$ cat src/rtl/scan_sequencer_if.sv
// scan_sequencer_if: scan control in (i_RUN, i_STEP, i_LAST) and select/qualifier out (i_A, i_B, i_C, i_VALID, i_TICK, i_WRAP)
interface scan_sequencer_if;
  logic       i_RUN;
  logic       i_STEP;
  logic [2:0] i_LAST;
  logic       i_A;
  logic       i_B;
  logic       i_C;
  logic       i_VALID;
  logic       i_TICK;
  logic       i_WRAP;
  modport master (output i_RUN, i_STEP, i_LAST, input i_A, i_B, i_C, i_VALID, i_TICK, i_WRAP);
  modport slave  (input i_RUN, i_STEP, i_LAST, output i_A, i_B, i_C, i_VALID, i_TICK, i_WRAP);
endinterface

$ cat src/rtl/scan_sequencer.sv
// scan_sequencer: timed 3-bit scan index for a 3-to-8 decoder; ports i_clk, i_rst, bus (scan_sequencer_if.slave: i_RUN/i_STEP/i_LAST in, i_A/i_B/i_C/i_VALID/i_TICK/i_WRAP out); define SCAN_SEQ_BLANK_EN for a BLANK_CYCLES gap between dwells
module scan_sequencer #(
  parameter int PRESCALE     = 1000,
  parameter int BLANK_CYCLES = 4
) (
  input logic             i_clk,
  input logic             i_rst,
  scan_sequencer_if.slave bus
);
  localparam logic [1:0] IDLE   = 2'd0;
  localparam logic [1:0] ACTIVE = 2'd1;
  localparam int DW = PRESCALE > 1 ? $clog2(PRESCALE) : 1;
  if (PRESCALE < 1 || BLANK_CYCLES < 1) begin : g_bad_param
    $error("scan_sequencer: PRESCALE and BLANK_CYCLES must be >= 1");
  end
  logic [1:0]    state_q, state_d;
  logic [2:0]    idx_q, idx_d, idx_nx;
  logic [DW-1:0] dwell_q, dwell_d;
  logic          valid_q, tick_q, wrap_q, tick_d, dwell_end;
  assign idx_nx    = idx_q >= bus.i_LAST ? 3'd0 : idx_q + 3'd1;
  assign dwell_end = state_q == ACTIVE && dwell_q == DW'(PRESCALE - 1);
  assign dwell_d   = state_q == ACTIVE && !dwell_end ? dwell_q + DW'(1) : '0;
`ifdef SCAN_SEQ_BLANK_EN
  localparam logic [1:0] BLANK = 2'd2;
  localparam int BW = BLANK_CYCLES > 1 ? $clog2(BLANK_CYCLES) : 1;
  logic [BW-1:0] blank_q, blank_d;
  logic          blank_end;
  assign blank_end = state_q == BLANK && blank_q == BW'(BLANK_CYCLES - 1);
  assign blank_d   = state_q == BLANK && !blank_end ? blank_q + BW'(1) : '0;
  always_comb begin
    state_d = state_q == IDLE ? (bus.i_RUN || bus.i_STEP ? ACTIVE : IDLE) :
              dwell_end       ? BLANK :
              blank_end       ? (bus.i_RUN ? ACTIVE : IDLE) : state_q;
    idx_d   = blank_end ? idx_nx : idx_q;
  end
  always_ff @(posedge i_clk)
    blank_q <= i_rst ? '0 : blank_d;
`else
  always_comb begin
    state_d = state_q == IDLE ? (bus.i_RUN || bus.i_STEP ? ACTIVE : IDLE) :
              dwell_end       ? (bus.i_RUN ? ACTIVE : IDLE) : state_q;
    idx_d   = dwell_end ? idx_nx : idx_q;
  end
`endif
  // every entry into a dwell (from idle, blank or a back-to-back dwell) restarts the counter at 0
  assign tick_d = state_d == ACTIVE && dwell_d == '0;
  always_ff @(posedge i_clk)
    if (i_rst) begin
      state_q <= IDLE;
      idx_q   <= '0;
      dwell_q <= '0;
      valid_q <= 1'b0;
      tick_q  <= 1'b0;
      wrap_q  <= 1'b0;
    end else begin
      state_q <= state_d;
      idx_q   <= idx_d;
      dwell_q <= dwell_d;
      valid_q <= state_d == ACTIVE;
      tick_q  <= tick_d;
      wrap_q  <= tick_d && idx_d == 3'd0;
    end
  assign bus.i_A     = idx_q[2];
  assign bus.i_B     = idx_q[1];
  assign bus.i_C     = idx_q[0];
  assign bus.i_VALID = valid_q;
  assign bus.i_TICK  = tick_q;
  assign bus.i_WRAP  = wrap_q;
endmodule

$ cat src/flat_wrapper.sv
// flat-port wrapper written by rule: the top's interface ports become plain ports
module scan_sequencer_flat 
#(
  parameter int PRESCALE     = 1000,
  parameter int BLANK_CYCLES = 4
)
  (i_clk, i_rst, bus_i_RUN, bus_i_STEP, bus_i_LAST, bus_i_A, bus_i_B, bus_i_C, bus_i_VALID, bus_i_TICK, bus_i_WRAP);
  scan_sequencer_if bus_i ();
  input logic i_clk;
  input logic i_rst;
  input wire logic [$bits(bus_i.i_RUN)-1:0] bus_i_RUN;
  input wire logic [$bits(bus_i.i_STEP)-1:0] bus_i_STEP;
  input wire logic [$bits(bus_i.i_LAST)-1:0] bus_i_LAST;
  output wire logic [$bits(bus_i.i_A)-1:0] bus_i_A;
  output wire logic [$bits(bus_i.i_B)-1:0] bus_i_B;
  output wire logic [$bits(bus_i.i_C)-1:0] bus_i_C;
  output wire logic [$bits(bus_i.i_VALID)-1:0] bus_i_VALID;
  output wire logic [$bits(bus_i.i_TICK)-1:0] bus_i_TICK;
  output wire logic [$bits(bus_i.i_WRAP)-1:0] bus_i_WRAP;
  assign bus_i.i_RUN = bus_i_RUN;
  assign bus_i.i_STEP = bus_i_STEP;
  assign bus_i.i_LAST = bus_i_LAST;
  assign bus_i_A = bus_i.i_A;
  assign bus_i_B = bus_i.i_B;
  assign bus_i_C = bus_i.i_C;
  assign bus_i_VALID = bus_i.i_VALID;
  assign bus_i_TICK = bus_i.i_TICK;
  assign bus_i_WRAP = bus_i.i_WRAP;
  scan_sequencer #(.PRESCALE(PRESCALE), .BLANK_CYCLES(BLANK_CYCLES)) u_core (.i_clk(i_clk), .i_rst(i_rst), .bus(bus_i));
endmodule
$ cat config.mk
export PLATFORM = sky130hd
export DESIGN_NAME = scan_sequencer_flat
export DESIGN_NICKNAME = d
export VERILOG_FILES = /design/src/rtl/scan_sequencer_if.sv /design/src/rtl/scan_sequencer.sv /design/src/flat_wrapper.sv
export SDC_FILE = /design/constraint.sdc
export NUM_CORES = 1
export LEC_CHECK = 0
export ABC_AREA = 1
export BUFFER_PORTS_ARGS = -buffer_cell sky130_fd_sc_hd__buf_2
export CORE_MARGIN = 4
export CORE_UTILIZATION = 50
export DETAILED_ROUTE_END_ITERATION = 8
export PLACE_DENSITY = 0.76
export SYNTH_ARGS = -nofsm -noshare
export SYNTH_HDL_FRONTEND = slang
export SYNTH_SLANG_ARGS = --single-unit
$ cat constraint.sdc
create_clock -name i_clk -period 1.7 [get_ports i_clk]
set_input_delay 0.17 -clock i_clk [delete_from_list [all_inputs] [get_ports i_clk]]
set_output_delay 0.17 -clock i_clk [all_outputs]
set_load 0.01 [all_outputs]
# Yosys cells after proc, flatten, opt, wreduce, memory -nomap -nowiden
# Index checks and enable logic that the tools add are counted.
[classes] add_sub_neg=2 order_cmp=1 eq_ne=3 mux=7 n_reduce_logical=9
[op_table] operator="$add 10x1->10 const B" n=1
[op_table] operator="$eq 10x10->1 const B" n=1
[op_table] operator="$logic_not 10->1" n=1
[op_table] operator="$mux 10" n=1
[op_table] operator="$mux 3" n=2
[op_table] operator="$eq 2x1->1 const B" n=2
[op_table] operator="$logic_and 1x1->1" n=4
[op_table] operator="$mux 2" n=2
[op_table] operator="$add 3x1->3 const B" n=1
[op_table] operator="$ge 3x3->1" n=1
[op_table] operator="$logic_not 3->1" n=1
[op_table] operator="$logic_not 2->1" n=1
[op_table] operator="$mux 1" n=2
[op_table] operator="$logic_not 1->1" n=1
[op_table] operator="$logic_or 1x1->1" n=1
[word_totals] register_bits=18 in_bits=7 output_inout_bits=6

# Logic depth before layout (Yosys ltp)
[logic_depth] word_depth=8 depth_mapped=11 mapped_depth_nobuf=11

# Worst setup path before layout
# Ideal clock, no wire load.
[synth_path] path_kind="register -> register" startpoint="register u_core.dwell_q[0]" endpoint="register u_core.wrap_q (netlist: u_core.bus.i_WRAP)" synth_period_minus_slack_ps=1432 path_stages_with_launch=12 t_required_ps=1638 path_slack_ps=268 n_path_buf=0 setup_ps=62 arrival_time_ps=1370 path_cell_list="dfxtp_1 ha_1 nand2_2 nor2_4 nand3_2 nand2_4 inv_4 nand2_2 nand2_2 nor2_2 nand3_2 nor2_2"
[synth_between] elab_chain_cells=8 word_cells_on_any_way=14 cone_classes="1 x add/sub; 2 x eq/ne; 4 x mux; 7 x reduce/logical"
[synth_lines] element="from (decl)" line="scan_sequencer.sv:18" source="logic [DW-1:0] dwell_q, dwell_d;"
[synth_lines] element="from (signal assigned)" line="scan_sequencer.sv:58" source="dwell_q <= dwell_d;"
[synth_lines] element="branches (longest 7 deep; another with $add 10x1->10)"
[synth_lines] element="$logic_and 1x1->1 (*)" line="scan_sequencer.sv:61" source="wrap_q <= tick_d && idx_d == 3'd0;"
[synth_lines] element="to (signal assigned)" line="scan_sequencer.sv:54" source="wrap_q <= 1'b0;"
[synth_lines] element="to (signal assigned)" line="scan_sequencer.sv:61"
[synth_lines] element="to (decl)" line="scan_sequencer.sv:19" source="logic valid_q, tick_q, wrap_q, tick_d, dwell_end;"
# Every way passes the cells marked *.
# A chain may end at the register's enable or synchronous reset.

# Worst setup path after layout
[layout_path] startpoint="register u_core.dwell_q[1]" endpoint="register u_core.wrap_q (netlist: u_core.bus.i_WRAP)"
# The elaborated chain is that of the path after synthesis.

==> impl_metrics.py <==
metrics = {
    "status": {
        "outcome": "finished, final reports clean",
    },
    "drt": {
        "num_vias": 916,
        "dr.pass1.iters": 4,
        "topRoutingLayerUsed": "met4",
        "wirelength_mm": 2.13,
        "m1WireLength_um": 907,
        "met2_length_mm": 1.06,
        "drc_errors": 0,
        "dr_wl_met3_um": 125,
        "ant_nets": 0,
        "viasPerCell": 5.33,
        "wire_per_inst_um": 12.4,
        "drt_iter0_drc": 26,
    },
    "logic_synthesis": {
        "synthCells": 133,
        "post-synth-top-count-cell": "nand2_1",
        "syn_area_per_cell_um2": 7.54,
        "ys_seq_elements": 18,
        "synth_fa_ha_area_share_pct": 6.24,
        "synth-edff-count": 0,
        "synth_mux_area_share_pct": 0,
        "yosys.area.top_type": "dfxtp_1",
        "synth_top_cells_by_area": "dfxtp_1, nand2_1, nor2_1",
        "yosys_warnings": 0,
        "yosysTopAreaCellShare_pct": 36.0,
        "synthesis.area_mm2": 0.00100,
        "seq_area_frac_synth_pct": 36.0,
        "synth_top_family_by_area": "simple AND/OR/NAND/NOR gates",
        "synth-simple-area-share_pct": 42.8,
        "synth_cell_types": 26,
        "synth_fp_nets": 145,
        "async_reset_ff_share_pct": 0,
        "synth_compound_area_share_pct": 5.99,
        "synthXorXnorAreaFrac_pct": 0.874,
        "netlist_top_cells_count": "nand2_1, dfxtp_1, nor2_1",
        "ys.flop_type": "dfxtp_1",
    },
    "clocking": {
        "worst_skew_pair.late_latency_ns": 0.29,
        "path_clk_slew_ns": 0.11,
        "cts_root_buf": "clkbuf_4",
        "h-tree-depth": 1,
        "cts_tree": "done",
        "cts_buffers": 3,
        "cts_hold_buf": 0,
        "cts.sinks": 18,
        "cts_buffer_depth": 2,
    },
    "layout": {
        "design_area_mm2": 0.00117,
        "diodes": 0,
        "instances_no_fill": 172,
        "drive_gt1_share_pct": 34.7,
        "area_growth_syn_to_layout_pct": 16.7,
        "final_util_pct": 64.3,
        "fin_nets": 160,
    },
    "sta": {
        "relSlewSlack_pct": 79.2,
        "setup_viol": 0,
        "hold_violations": 0,
        "fmax_ghz": 0.633,
        "period_minus_slack_ns": 1.58,
        "rsz0062_at_grt": "false",
        "worst_pin_slew_ns": 0.308,
        "slew_violations": 0,
        "tns_ns": 0,
        "min_period_over_period_pct": 93.0,
        "skew_ns": 0.0104,
    },
    "critical_path": {
        "crit_path_end_kind": "flip-flop",
        "crit_fanout": 5,
        "startpoint": "u_core.dwell_q[1]$_SDFF_PP0_",
        "r2r_slack_ns": 0.12,
        "criticalPathCategory": "flip-flop to flip-flop",
        "critPathCapture": "u_core.bus.i_WRAP$_SDFF_PP0_",
        "r2r-end": "u_core.bus.i_WRAP$_SDFF_PP0_",
        "worstReg2RegStart": "u_core.dwell_q[1]$_SDFF_PP0_",
        "startpoint_type": "flip-flop",
        "critical_path_required_ns": 1.94,
        "worstPathArrival_ns": 1.82,
        "ff2ff_path_depth": 11,
    },
    "min_path": {
        "hold_path.class": "input port to flip-flop",
    },
    "global_routing": {
        "grt_antenna_before_repair": 0,
        "overflow": 0,
        "grt_usage_pct": 17.2,
        "grt_pass1_wl_mm": 3.54,
        "grt_pass1_vias": 832,
        "grt_start_max_net_pins": 17,
    },
    "floorplan": {
        "start_util_pct": 55.1,
        "die_width_um": 52.8,
        "num_io_pins": 13,
        "die_area_mm2": 0.00278,
        "core-area_mm2": 0.00182,
        "rows": 15,
        "die_h_um": 52.8,
    },
    "power": {
        "power.density_mw_per_mm2": 653,
        "power.leakage_nw": 0.574,
        "ir_drop_v": 0.000671,
        "report.power.total_uw": 764,
    },
    "placed_design": {
        "port-buffer-count": 12,
        "dpl_cell_area_mm2": 0.00108,
        "place_inst": 168,
        "dp_hpwl_mm": 1.66,
        "routabilityCongestion": 0.905,
    },
    "run": {
        "maxCapViolations": 0,
    },
}
[flip-flops by register name, indices dropped and copies added (netlist names)]
name,flops
u_core.dwell_q,10
u_core.idx_q,3
u_core.state_q,2
u_core.bus.i_TICK,1
u_core.bus.i_VALID,1
u_core.bus.i_WRAP,1
[worst min-delay path by stage]
stage,start,endpoint,cells after the start
after floorplan,bus_i_RUN,u_core.state_q[0]$_SDFF_PP0_,2
after global placement,bus_i_RUN,u_core.state_q[0]$_SDFF_PP0_,3
after detailed placement,bus_i_RUN,u_core.state_q[0]$_SDFF_PP0_,3
after CTS,bus_i_RUN,u_core.state_q[0]$_SDFF_PP0_,3
after global routing,bus_i_RUN,u_core.state_q[0]$_SDFF_PP0_,3
final,bus_i_RUN,u_core.state_q[0]$_SDFF_PP0_,3
[repair_timing]
action,CTS,global route
buffers inserted,0,0
gates resized for setup,0,13
setup endpoints to repair,0,2
[kinds of logic (layout without fill, tap and decap cells)]
| family | after synthesis | after routing |
|---|---|---|
| fa+ha+maj | 5 | 5 |
| simple gates | 79 | 79 |
| xor+xnor | 1 | 1 |
| compound gates | 10 | 10 |
| flops | 18 | 18 |
| buf+inv | 20 | 34 |
[metrics by stage]
stage / hold WS, ns / setup WS [ns]
after floorplan: 0.337 / 0.268
after detailed placement: 0.460 / 0.0750
after CTS: 0.140 / 0.0550
after global routing: 0.148 / 0.00982
final: 0.149 / 0.119
after global placement: 0.445 / 0.175
[cell type report]
| cell class | count | area, µm² |
|---|---|---|
| clock buffer | 4 | 36.3 |
| fill | 169 | 651 |
| inverter | 18 | 70.1 |
| multi-input combinational | 95 | 608 |
| sequential | 18 | 364 |
| tap | 25 | 31.3 |
| timing repair buffer | 12 | 60.1 |
[worst max-delay path, cell delays in order, from the launching register on]
cell	delay, ns
dfxtp_1	0.36
ha_2	0.22
nand2_2	0.09
nor2_4	0.16
nand3_4	0.12
nand2_4	0.11
inv_4	0.06
nand2_2	0.07
nand3_2	0.06
nor2_2	0.10
nand3_2	0.10
nor2_2	0.08
[report_power, final]
| group | switching (mW) | internal (mW) | leakage, nW | total (mW) |
|---|---|---|---|---|
| Clock | 0.131 | 0.130 | 0.0210 | 0.261 |
| Sequential | 0.00352 | 0.431 | 0.148 | 0.435 |
| Combinational | 0.0420 | 0.0259 | 0.405 | 0.0679 |
| Total | 0.177 | 0.587 | 0.574 | 0.764 |
[routing by layer]
metal,vias to the layer above,GRT usage [%]
met3,6,4.27
met5,-,0
met4,0,4.68
met2,26,29.8
li1,453,-
met1,431,20.9
[cell usage in the layout, fill, tap and decap left out]
cell       n
a21oi_1    2
a21boi_2   1
o211ai_1   2
o21ai_1    3
nand2_1   23
o21ai_0    1
nor2_2     7
nand4_4    1
dfxtp_2    3
clkbuf_8   1
inv_4      1
clkbuf_4   3
nand2_4    1
nand3_1    6
nor2_1    17
nand4_1    3
dfxtp_1   15
nand3_4    1
ha_1       3
nand2_2    7
ha_2       1
buf_2     12
nand3_2    6
inv_2      1
xor2_1     1
ha_4       1
nand3b_1   1
inv_1     16
a22oi_2    1
nor3_1     3
nor2_4     3
(Power assumes the default switching activity.)
